File: src/rtl/apb2axi_pkg.sv
// Shared types and constants for the APB-to-AXI read issue path.
package apb2axi_pkg;

  localparam int AXI_ID_W   = 4;
  localparam int AXI_ADDR_W = 32;
  localparam int DESC_LEN_W = 8;
  localparam int REM_W      = 9;

  typedef struct packed {
    logic [AXI_ID_W-1:0]   tag;
    logic [AXI_ADDR_W-1:0] addr;
    logic [DESC_LEN_W-1:0] len;
    logic [2:0]            size;
  } directory_entry_t;

  localparam int CMD_ENTRY_W = $bits(directory_entry_t);

  typedef enum logic [1:0] {
    IDLE  = 2'd0,
    CALC  = 2'd1,
    ISSUE = 2'd2
  } rd_split_state_e;

  localparam logic [1:0] AXI_BURST_INCR = 2'b01;
  localparam logic [3:0] AXI_ARCACHE_RD = 4'b0011;

  function automatic logic [31:0] sat_inc(input logic [31:0] v, input logic en);
    return (en && (v != 32'hFFFF_FFFF)) ? v + 32'd1 : v;
  endfunction

endpackage

File: src/rtl/apb2axi_burst_calc.sv
// Combinational sizing of one INCR sub-burst: never crosses the split
// boundary and never exceeds 2^AXI_LEN_W beats.
module apb2axi_burst_calc
  import apb2axi_pkg::*;
#(
  parameter int AXI_LEN_W      = 8,
  parameter int BOUNDARY_BYTES = 4096
) (
  input  logic [AXI_ADDR_W-1:0] addr,
  input  logic [REM_W-1:0]      remaining,
  input  logic [2:0]            size,
  output logic [AXI_LEN_W-1:0]  arlen,
  output logic [AXI_ADDR_W-1:0] next_addr,
  output logic [REM_W-1:0]      remaining_next
);

  localparam int BND_W = $clog2(BOUNDARY_BYTES);
  localparam logic [REM_W-1:0] MAX_BEATS = REM_W'(2 ** AXI_LEN_W);

  logic [AXI_ADDR_W-1:0] aligned_addr;
  logic [31:0]           to_bnd;
  logic [REM_W-1:0]      cap_beats;
  logic [REM_W-1:0]      beats;

  // beats = min(remaining, max burst, beats left before the boundary)
  always_comb begin
    // Sub-size address bits do not move the first beat, so drop them first.
    aligned_addr   = (addr >> size) << size;
    to_bnd         = (32'(BOUNDARY_BYTES) - 32'(aligned_addr[BND_W-1:0])) >> size;
    cap_beats      = (to_bnd > 32'(MAX_BEATS)) ? MAX_BEATS : to_bnd[REM_W-1:0];
    beats          = (remaining < cap_beats) ? remaining : cap_beats;
    arlen          = AXI_LEN_W'(beats - REM_W'(1));
    next_addr      = aligned_addr + (AXI_ADDR_W'(beats) << size);
    remaining_next = remaining - beats;
  end

endmodule

File: src/rtl/apb2axi_rd_burst_splitter.sv
// AR issue engine: pops read descriptors, splits them into legal INCR
// sub-bursts and issues them under an outstanding-AR credit limit.
// Optional statistics counters: define APB2AXI_RD_SPLIT_STATS_EN.
//
// state | meaning
// IDLE  | ready to pop the next descriptor
// CALC  | size the next sub-burst into the AR registers
// ISSUE | present AR; arvalid only while a credit is free
module apb2axi_rd_burst_splitter
  import apb2axi_pkg::*;
#(
  parameter int FIFO_ENTRY_W    = CMD_ENTRY_W,
  parameter int AXI_LEN_W       = 8,
  parameter int MAX_OUTSTANDING = 8,
  parameter int BOUNDARY_BYTES  = 4096
) (
  input  logic                    aclk,
  input  logic                    aresetn,
  output logic [AXI_ID_W-1:0]     arid,
  output logic [AXI_ADDR_W-1:0]   araddr,
  output logic [AXI_LEN_W-1:0]    arlen,
  output logic [2:0]              arsize,
  output logic [1:0]              arburst,
  output logic                    arlock,
  output logic [3:0]              arcache,
  output logic [2:0]              arprot,
  output logic                    arvalid,
  input  logic                    arready,
  input  logic                    rd_pop_vld,
  input  logic [FIFO_ENTRY_W-1:0] rd_pop_data,
  output logic                    rd_pop_rdy,
  input  logic                    r_done,
  output logic                    split_last,
  output logic                    busy,
  output logic [31:0]             stat_desc_cnt,
  output logic [31:0]             stat_ar_cnt,
  output logic [31:0]             stat_split_cnt,
  output logic [31:0]             stat_credit_stall
);

  localparam logic [7:0] MAX_OUT = 8'(MAX_OUTSTANDING);

  rd_split_state_e       state_q, state_d;
  logic [AXI_ID_W-1:0]   arid_q, arid_d;
  logic [AXI_ADDR_W-1:0] addr_q, addr_d, araddr_q, araddr_d;
  logic [REM_W-1:0]      rem_q, rem_d;
  logic [2:0]            arsize_q, arsize_d;
  logic [AXI_LEN_W-1:0]  arlen_q, arlen_d;
  logic                  split_last_q, split_last_d;
  logic [7:0]            outstanding_q, outstanding_d;

  directory_entry_t      pop_desc;
  logic                  pop, ar_hs, credit_ok, ret;
  logic [AXI_LEN_W-1:0]  calc_arlen;
  logic [AXI_ADDR_W-1:0] calc_next_addr;
  logic [REM_W-1:0]      calc_rem_next;

  assign pop_desc   = directory_entry_t'(rd_pop_data[CMD_ENTRY_W-1:0]);
  // Held low while reset is applied even though the state is already IDLE.
  assign rd_pop_rdy = aresetn && (state_q == IDLE);
  assign pop        = rd_pop_vld && rd_pop_rdy;
  assign credit_ok  = outstanding_q < MAX_OUT;
  assign arvalid    = (state_q == ISSUE) && credit_ok;
  assign ar_hs      = arvalid && arready;
  assign ret        = r_done && (outstanding_q != 8'd0);

  assign arid       = arid_q;
  assign araddr     = araddr_q;
  assign arlen      = arlen_q;
  assign arsize     = arsize_q;
  assign split_last = split_last_q;
  assign arburst    = AXI_BURST_INCR;
  assign arlock     = 1'b0;
  assign arcache    = AXI_ARCACHE_RD;
  assign arprot     = 3'b000;
  assign busy       = (state_q != IDLE) || (outstanding_q != 8'd0);

  apb2axi_burst_calc #(
    .AXI_LEN_W     (AXI_LEN_W),
    .BOUNDARY_BYTES(BOUNDARY_BYTES)
  ) u_calc (
    .addr          (addr_q),
    .remaining     (rem_q),
    .size          (arsize_q),
    .arlen         (calc_arlen),
    .next_addr     (calc_next_addr),
    .remaining_next(calc_rem_next)
  );

  // Next-state logic
  always_comb begin
    state_d = state_q;
    unique case (state_q)
      IDLE:    if (pop) state_d = CALC;
      CALC:    state_d = ISSUE;
      ISSUE:   if (ar_hs) state_d = (rem_q == '0) ? IDLE : CALC;
      default: state_d = IDLE;
    endcase
  end

  // Descriptor capture and sub-burst registers; AR fields only change in CALC
  always_comb begin
    arid_d       = arid_q;
    addr_d       = addr_q;
    rem_d        = rem_q;
    arsize_d     = arsize_q;
    araddr_d     = araddr_q;
    arlen_d      = arlen_q;
    split_last_d = split_last_q;
    if (pop) begin
      arid_d   = pop_desc.tag;
      addr_d   = pop_desc.addr;
      rem_d    = REM_W'(pop_desc.len) + REM_W'(1);
      arsize_d = pop_desc.size;
    end
    if (state_q == CALC) begin
      araddr_d     = addr_q;
      arlen_d      = calc_arlen;
      split_last_d = (calc_rem_next == '0);
      addr_d       = calc_next_addr;
      rem_d        = calc_rem_next;
    end
  end

  // Outstanding AR credit count; a return with nothing outstanding is dropped
  always_comb begin
    outstanding_d = outstanding_q;
    if (ar_hs && !ret)      outstanding_d = outstanding_q + 8'd1;
    else if (ret && !ar_hs) outstanding_d = outstanding_q - 8'd1;
  end

  // State register
  always_ff @(posedge aclk or negedge aresetn) begin
    if (!aresetn) state_q <= IDLE;
    else          state_q <= state_d;
  end

  // Datapath and credit registers
  always_ff @(posedge aclk or negedge aresetn) begin
    if (!aresetn) begin
      arid_q        <= '0;
      addr_q        <= '0;
      rem_q         <= '0;
      arsize_q      <= '0;
      araddr_q      <= '0;
      arlen_q       <= '0;
      split_last_q  <= 1'b0;
      outstanding_q <= '0;
    end else begin
      arid_q        <= arid_d;
      addr_q        <= addr_d;
      rem_q         <= rem_d;
      arsize_q      <= arsize_d;
      araddr_q      <= araddr_d;
      arlen_q       <= arlen_d;
      split_last_q  <= split_last_d;
      outstanding_q <= outstanding_d;
    end
  end

`ifndef SYNTHESIS
  a_no_spurious_done: assert property (@(posedge aclk) disable iff (!aresetn)
    !(r_done && (outstanding_q == 8'd0)));
`endif

`ifdef APB2AXI_RD_SPLIT_STATS_EN
  logic [31:0] desc_cnt_q, desc_cnt_d, ar_cnt_q, ar_cnt_d;
  logic [31:0] split_cnt_q, split_cnt_d, stall_cnt_q, stall_cnt_d;
  logic        first_q, first_d;

  // Saturating event counters; a split is detected when the first CALC leaves beats over
  always_comb begin
    first_d     = pop ? 1'b1 : ((state_q == CALC) ? 1'b0 : first_q);
    desc_cnt_d  = sat_inc(desc_cnt_q, pop);
    ar_cnt_d    = sat_inc(ar_cnt_q, ar_hs);
    split_cnt_d = sat_inc(split_cnt_q, (state_q == CALC) && first_q && (calc_rem_next != '0));
    stall_cnt_d = sat_inc(stall_cnt_q, (state_q == ISSUE) && !credit_ok);
  end

  // Statistics registers
  always_ff @(posedge aclk or negedge aresetn) begin
    if (!aresetn) begin
      first_q     <= 1'b0;
      desc_cnt_q  <= '0;
      ar_cnt_q    <= '0;
      split_cnt_q <= '0;
      stall_cnt_q <= '0;
    end else begin
      first_q     <= first_d;
      desc_cnt_q  <= desc_cnt_d;
      ar_cnt_q    <= ar_cnt_d;
      split_cnt_q <= split_cnt_d;
      stall_cnt_q <= stall_cnt_d;
    end
  end

  assign stat_desc_cnt     = desc_cnt_q;
  assign stat_ar_cnt       = ar_cnt_q;
  assign stat_split_cnt    = split_cnt_q;
  assign stat_credit_stall = stall_cnt_q;
`else
  assign stat_desc_cnt     = '0;
  assign stat_ar_cnt       = '0;
  assign stat_split_cnt    = '0;
  assign stat_credit_stall = '0;
`endif

endmodule

File: config.mk
export PLATFORM = sky130hd
export DESIGN_NAME = apb2axi_rd_burst_splitter
export DESIGN_NICKNAME = d
export VERILOG_FILES = /design/src/rtl/apb2axi_pkg.sv /design/src/rtl/apb2axi_burst_calc.sv /design/src/rtl/apb2axi_rd_burst_splitter.sv
export SDC_FILE = /design/constraint.sdc
export NUM_CORES = 1
export LEC_CHECK = 0
export CORE_ASPECT_RATIO = 1.5
export CORE_MARGIN = 2
export CORE_UTILIZATION = 50
export CTS_BUF_LIST = sky130_fd_sc_hd__clkbuf_2
export DETAILED_ROUTE_END_ITERATION = 8
export HOLD_SLACK_MARGIN = 0.1
export MAX_ROUTING_LAYER = met4
export PLACE_DENSITY = 0.84
export SKIP_CTS_REPAIR_TIMING = 1
export SLEW_MARGIN = 20
export SYNTH_ARGS = -nofsm -noshare
export SYNTH_HDL_FRONTEND = slang
export SYNTH_SLANG_ARGS = --single-unit
File: constraint.sdc
create_clock -name aclk -period 16.51 [get_ports aclk]
set_input_delay 1.651 -clock aclk [delete_from_list [all_inputs] [get_ports aclk]]
set_output_delay 1.651 -clock aclk [all_outputs]
set_load 0.005 [all_outputs]
Word-level counts from Yosys, hierarchy flattened
Index checks and enable logic that the tools add are counted.
{"block": "totals", "ff_bits": 99, "output_inout_bits": 189}
{"block": "classes", "n_addsub": 7, "n_mux": 12, "n_eq_ne": 4, "reduce_logical": 18, "n_lt_le_gt_ge": 3, "n_shift": 4}
{"op": "$mux 32", "n": 2}
{"op": "$shr 32x3->32", "n": 2}
{"op": "$mux 9", "n": 4}
{"op": "$add 32x32->32", "n": 1}
{"op": "$gt 32x9->1 const B", "n": 1}
{"op": "$shl 32x3->32", "n": 1}
{"op": "$shl 9x3->32", "n": 1}
{"op": "$logic_not 9->1", "n": 2}
{"op": "$mux 8", "n": 2}
{"op": "$sub 8x1->8 const B", "n": 2}
{"op": "$sub 13x12->14 const A", "n": 1}
{"op": "$add 8x1->9 const B", "n": 1}
{"op": "$lt 9x9->1", "n": 1}
{"op": "$sub 9x9->9", "n": 1}
{"op": "$add 8x1->8 const B", "n": 1}
{"op": "$lt 8x4->1 const B", "n": 1}
{"op": "$reduce_bool 8->1", "n": 1}
{"op": "$logic_and 1x1->1", "n": 7}
{"op": "$pmux 2 s3", "n": 1}
{"op": "$reduce_bool 2->1", "n": 3}
{"op": "$mux 2", "n": 2}
{"op": "$ne 2x2->1 const B", "n": 2}
{"op": "$eq 2x1->1 const B", "n": 1}
{"op": "$eq 2x2->1 const B", "n": 1}
{"op": "5 further kinds", "n": 6}

Logic depth before layout (Yosys ltp)
{"block": "logic_depth", "ltp_word": 11, "ltp_mapped": 40}

Hierarchy
A second synthesis with hierarchy kept.
{"block": "hier_totals", "hier_cells": 1046, "area_unflattened_um2": 9208.8}
{"module": "apb2axi_rd_burst_splitter", "cells_per_inst": 535, "instances": 1, "area_each_um2": 5554.1, "seq_area_each_um2": 2477.4}
{"module": "apb2axi_burst_calc", "cells_per_inst": 511, "instances": 1, "area_each_um2": 3654.8, "seq_area_each_um2": 0.0}

Worst setup path after synthesis
No wires, ideal clock.
{"block": "synth_timing", "path_type": "reg2reg", "startpoint": "register arsize_q[0] (netlist: arsize[0])", "endpoint": "register addr_q[23]", "slack_ns": 7.759, "setup_ns": 0.079, "n_path_buf": 5, "arrival_ns": 8.672, "path_stages_with_launch": 39, "period_less_slack_ns": 8.751, "path_cell_list": "dfrtp_1 -> buf_2 -> clkbuf_1 -> clkbuf_1 -> clkbuf_1 -> nor3_1 -> and2_1 -> inv_1 -> ha_1 -> o211ai_1 -> or3_1 -> or3_1 -> a31oi_1 -> o221ai_4 -> a2111oi_1 -> inv_1 -> ha_1 -> a21o_1 -> (+3 left out) -> inv_1 -> a31oi_4 -> buf_8 -> mux2i_1 -> a21oi_1 -> and2_1 -> ha_1 -> a21o_1 -> a21oi_1 -> o21bai_1 -> a21oi_1 -> o21bai_1 -> a211oi_1 -> o31ai_1 -> o41ai_1 -> nor2_1 -> nand4_1 -> mux2i_1"}
{"block": "synth_between", "elab_chain_cells": 11}
{"element": "start: declaration", "line_no": "apb2axi_rd_burst_splitter.sv:47", "source": "logic [2:0] arsize_q, arsize_d;"}
{"element": "start signal: assignment", "line_no": "apb2axi_rd_burst_splitter.sv:153", "source": "arsize_q <= arsize_d;"}
{"element": "$shr 32x3->32", "line_no": "apb2axi_burst_calc.sv:28", "source": "aligned_addr = (addr >> size) << size;"}
{"element": "$shl 32x3->32", "line_no": "apb2axi_burst_calc.sv:28"}
{"element": "$sub 13x12->14", "line_no": "apb2axi_burst_calc.sv:29", "source": "to_bnd = (32'(BOUNDARY_BYTES) - 32'(aligned_addr[BND_W-1:0])) >> size;"}
{"element": "$shr 32x3->32", "line_no": "apb2axi_burst_calc.sv:29"}
{"element": "$gt 32x9->1", "line_no": "apb2axi_burst_calc.sv:30", "source": "cap_beats = (to_bnd > 32'(MAX_BEATS)) ? MAX_BEATS : to_bnd[REM_W-1:0];"}
{"element": "$mux 9", "line_no": "apb2axi_burst_calc.sv:30"}
{"element": "$lt 9x9->1", "line_no": "apb2axi_burst_calc.sv:31", "source": "beats = (remaining < cap_beats) ? remaining : cap_beats;"}
{"element": "$mux 9", "line_no": "apb2axi_burst_calc.sv:31"}
{"element": "$shl 9x3->32", "line_no": "apb2axi_burst_calc.sv:33", "source": "next_addr = aligned_addr + (AXI_ADDR_W'(beats) << size);"}
{"element": "$add 32x32->32 (*)", "line_no": "apb2axi_burst_calc.sv:33"}
{"element": "$mux 32 (*)", "line_no": "apb2axi_rd_burst_splitter.sv:116", "source": "if (state_q == CALC) begin"}
{"element": "end signal: assignment", "line_no": "apb2axi_rd_burst_splitter.sv:151", "source": "addr_q <= addr_d;"}
{"element": "end: declaration", "line_no": "apb2axi_rd_burst_splitter.sv:45", "source": "logic [AXI_ADDR_W-1:0] addr_q, addr_d, araddr_q, araddr_d;"}
Every way passes the cells marked *; elsewhere a longest branch is shown, timed or not.
A chain may end at the register's enable or synchronous reset.

Worst setup path in the final report
{"block": "layout_timing", "startpoint": "register arsize_q[1] (netlist: arsize[1])", "endpoint": "register addr_q[27]"}
Same word-level chain as after synthesis.

==> metrics <==
LEAKAGE 4.20 nW; maximum VDD drop around 0.11 mV; ranking of synthesized cells by area dfrtp_1, buf_4, nand2_1, ha_1, o21ai_0; met3 Use GR 0.0287; drt first pass iters 5; first-pass GRT wire length between 30,000 and 40,000 µm; post-synthesis sequential element count 99; Tot Pwr 2.33 mW; RSZ-0062 raised after global routing false; WL final roughly 22,000 µm; Reg clk slew, reported paths 0.33 ns; Top FF cell, synth dfrtp_1; layout cells sized above 1 0.0466; worst slew pin tran 1.07 ns; clock buffer count from CTS 9; final count of negative-setup-slack endpoints 0; worst-skew pair later-pin latency roughly 0.7 ns; clock buffer depth 2; Slowest cell on crit path a21oi_1; Syn Std Cell Area 0.00849 mm²; cells after synthesis 1,052; vias in the first global route 7,048; DRC violations left 0; Top delay family on crit path compound AO/OA/AOI/OAI gates; root buf cell clkbuf_2; DRT antenna net count 0; type of the worst setup path flip-flop to flip-flop; Routed WL per cell ~17 µm; buffers plus inverters on the worst setup path 5; clock sink count 99; Worst path most repeated cell a21oi_1; H-Tree Depth 3; placed instance area 0.00906 mm²; Max Cap Violations 0; placed cells between 1,000 and 1,500; startpoint types flip-flop; Via-to-Cell Ratio 5.70; Rows 58; DIE WIDTH ~110 µm; Max Slew Vio Count 0; Critical Path RT 17.14 ns; most common library cells after synthesis nand2_1, buf_4, dfrtp_1; fin cells 1,328; Hold Path Class flip-flop to flip-flop; FFs w/ async S/R, synth 1.00; Synth area leader dfrtp_1; Iter 0 DRT Violations 509; die area ~0.018 mm²; Final TNS setup 0 ns; Worst slew margin 0.285; num ports 241; via count 7,567; gr usage total 0.258; Placer Congestion 0.976; sequential area share after synthesis 0.292; Fin Clk Skew approximately 0.043 ns; area growth from synthesis to final layout 8.39%; fmax 112 MHz; status complete, no violations; final hold vios 0; Final Cell Area 0.00920 mm²; P per Cell Area 254 mW/mm²; Avg Cell Area, Syn 8.07 µm²; slowest stage delay, CP about 0.89 ns; Tmin final 8.97 ns; most used routing layer met2; final period utilization 0.543; post-synth top area share 0.292; Remaining Overflow, GRT 0; count leader, synth nand2_1; DP Wirelength 17,000 µm; Ys Warns 0; crit end category flip-flop; met2 Usage GRT 0.450; Post-synth EDFFs 0; Netlist cell types 79; port bufs 102; nets 1,209; Die H 164 µm; Fillers between 1,500 and 2,000; crit-path max FO 28; core box area around 0.017 mm²; M1 GR Usage 0.292; pin count of the biggest net entering global routing 66; CTS tree built; Worst EP arrival around 9.6 ns; number of antenna violations at the first check in global routing 1; Starting Density 0.509
[path summary, 6_finish.rpt]
path                                                    from                           end  slack [ns]  cells past startpoint
worst min register to register  outstanding_q[7]$_DFFE_PN0P_  outstanding_q[7]$_DFFE_PN0P_        0.51                      1
min in group asynchronous                            aresetn        araddr[16]$_DFFE_PN0P_        0.86                      1
worst min-delay path            outstanding_q[7]$_DFFE_PN0P_  outstanding_q[7]$_DFFE_PN0P_        0.51                      1
max in group asynchronous                            aresetn         araddr[5]$_DFFE_PN0P_       14.46                      2
worst max register to register         arsize[1]$_DFFE_PN0P_        addr_q[27]$_DFFE_PN0P_        7.54                     32
worst max-delay path                   arsize[1]$_DFFE_PN0P_        addr_q[27]$_DFFE_PN0P_        7.54                     32
[metal layers]
metal,routed length (µm),vias to the layer above
met2,11600,405
met1,8490,3557
li1,-,3538
met5,0,-
met4,854,0
met3,1360,67
[cell families after synthesis]
group	count (synthesis)	share of synthesized area
AND/OR/NAND/NOR	344	0.183
AO/OA/AOI/OAI	253	0.206
buffers and inverters	242	0.172
flip-flops	99	0.292
adder cells (fa/ha/maj)	45	0.0690
XOR/XNOR	39	0.0402
multiplexers	28	0.0373
other	2	0.000885
[per-stage QoR]
stage	utilization	hold slack [ns]	worst slack, ns
floorplan	-	0.443	7.76
global placement	0.543	0.459	7.78
detailed placement	0.543	0.462	7.60
CTS	0.551	0.507	7.54
global route	0.551	0.533	6.85
finish	0.551	0.508	7.54
[cell usage in the layout, fill, tap and decap left out, types with 5 or more instances in the layout]
cell	Yosys	routed
nor4_1	12	12
o21bai_1	11	11
nand2b_1	7	6
a211oi_1	14	14
o22ai_1	7	7
xnor2_1	25	25
and2_1	12	12
nand4_1	8	8
nand3_1	22	22
a311oi_1	5	5
and3_1	9	8
o31ai_1	10	10
o21ai_1	5	5
mux2i_1	20	20
buf_4	139	11
a22oi_1	15	15
clkdlybuf4s50_1	0	101
or3_1	7	7
ha_1	42	42
dfrtp_1	99	99
inv_1	40	40
nor2_1	63	63
clkbuf_2	0	9
a31oi_1	12	12
xor2_1	14	14
nor3_1	18	18
a21o_1	16	16
nand2_1	166	166
mux2_2	5	5
o21ai_0	53	53
a21oi_1	41	41
conb_1	2	138
o211ai_1	10	10
o21a_1	11	11
[worst register-to-register path: cells and delay by family, from the launching register on]
family / cells / cell delay [ns]
AOI/OAI and AO/OA: 21 / 5.53
and+or+nand+nor: 3 / 0.58
muxes: 1 / 0.56
buffers and inverters: 5 / 1.24
adders and majority gates: 2 / 0.58
DFF: 1 / 0.45
[state kept, by name (all words and copies together) (netlist names)]
signal	count
arid	4
split_last	1
arsize	3
araddr	32
outstanding_q	8
arlen	8
state_q	2
rem_q	9
addr_q	32
[cell type report]
cell class	count	area, µm²	area share
Timing Repair Buffer	112	1090	0.119
Sequential cell	99	2480	0.269
Clock buffer	9	45.0	0.00490
Tap cell	210	263	0.0286
Inverter	43	164	0.0178
Antenna cell	1	2.50	0.000272
Multi-Input combinational cell	847	5070	0.552
Clock inverter	7	80.1	0.00870
[power breakdown]
part           switching (mW)  leakage [nW]  internal (mW)
registers               0.130          1.22          0.354
logic                    1.00          2.92          0.716
clock network           0.104        0.0721         0.0264
total                    1.24          4.20           1.10
Power figures use the tool's default switching activity.
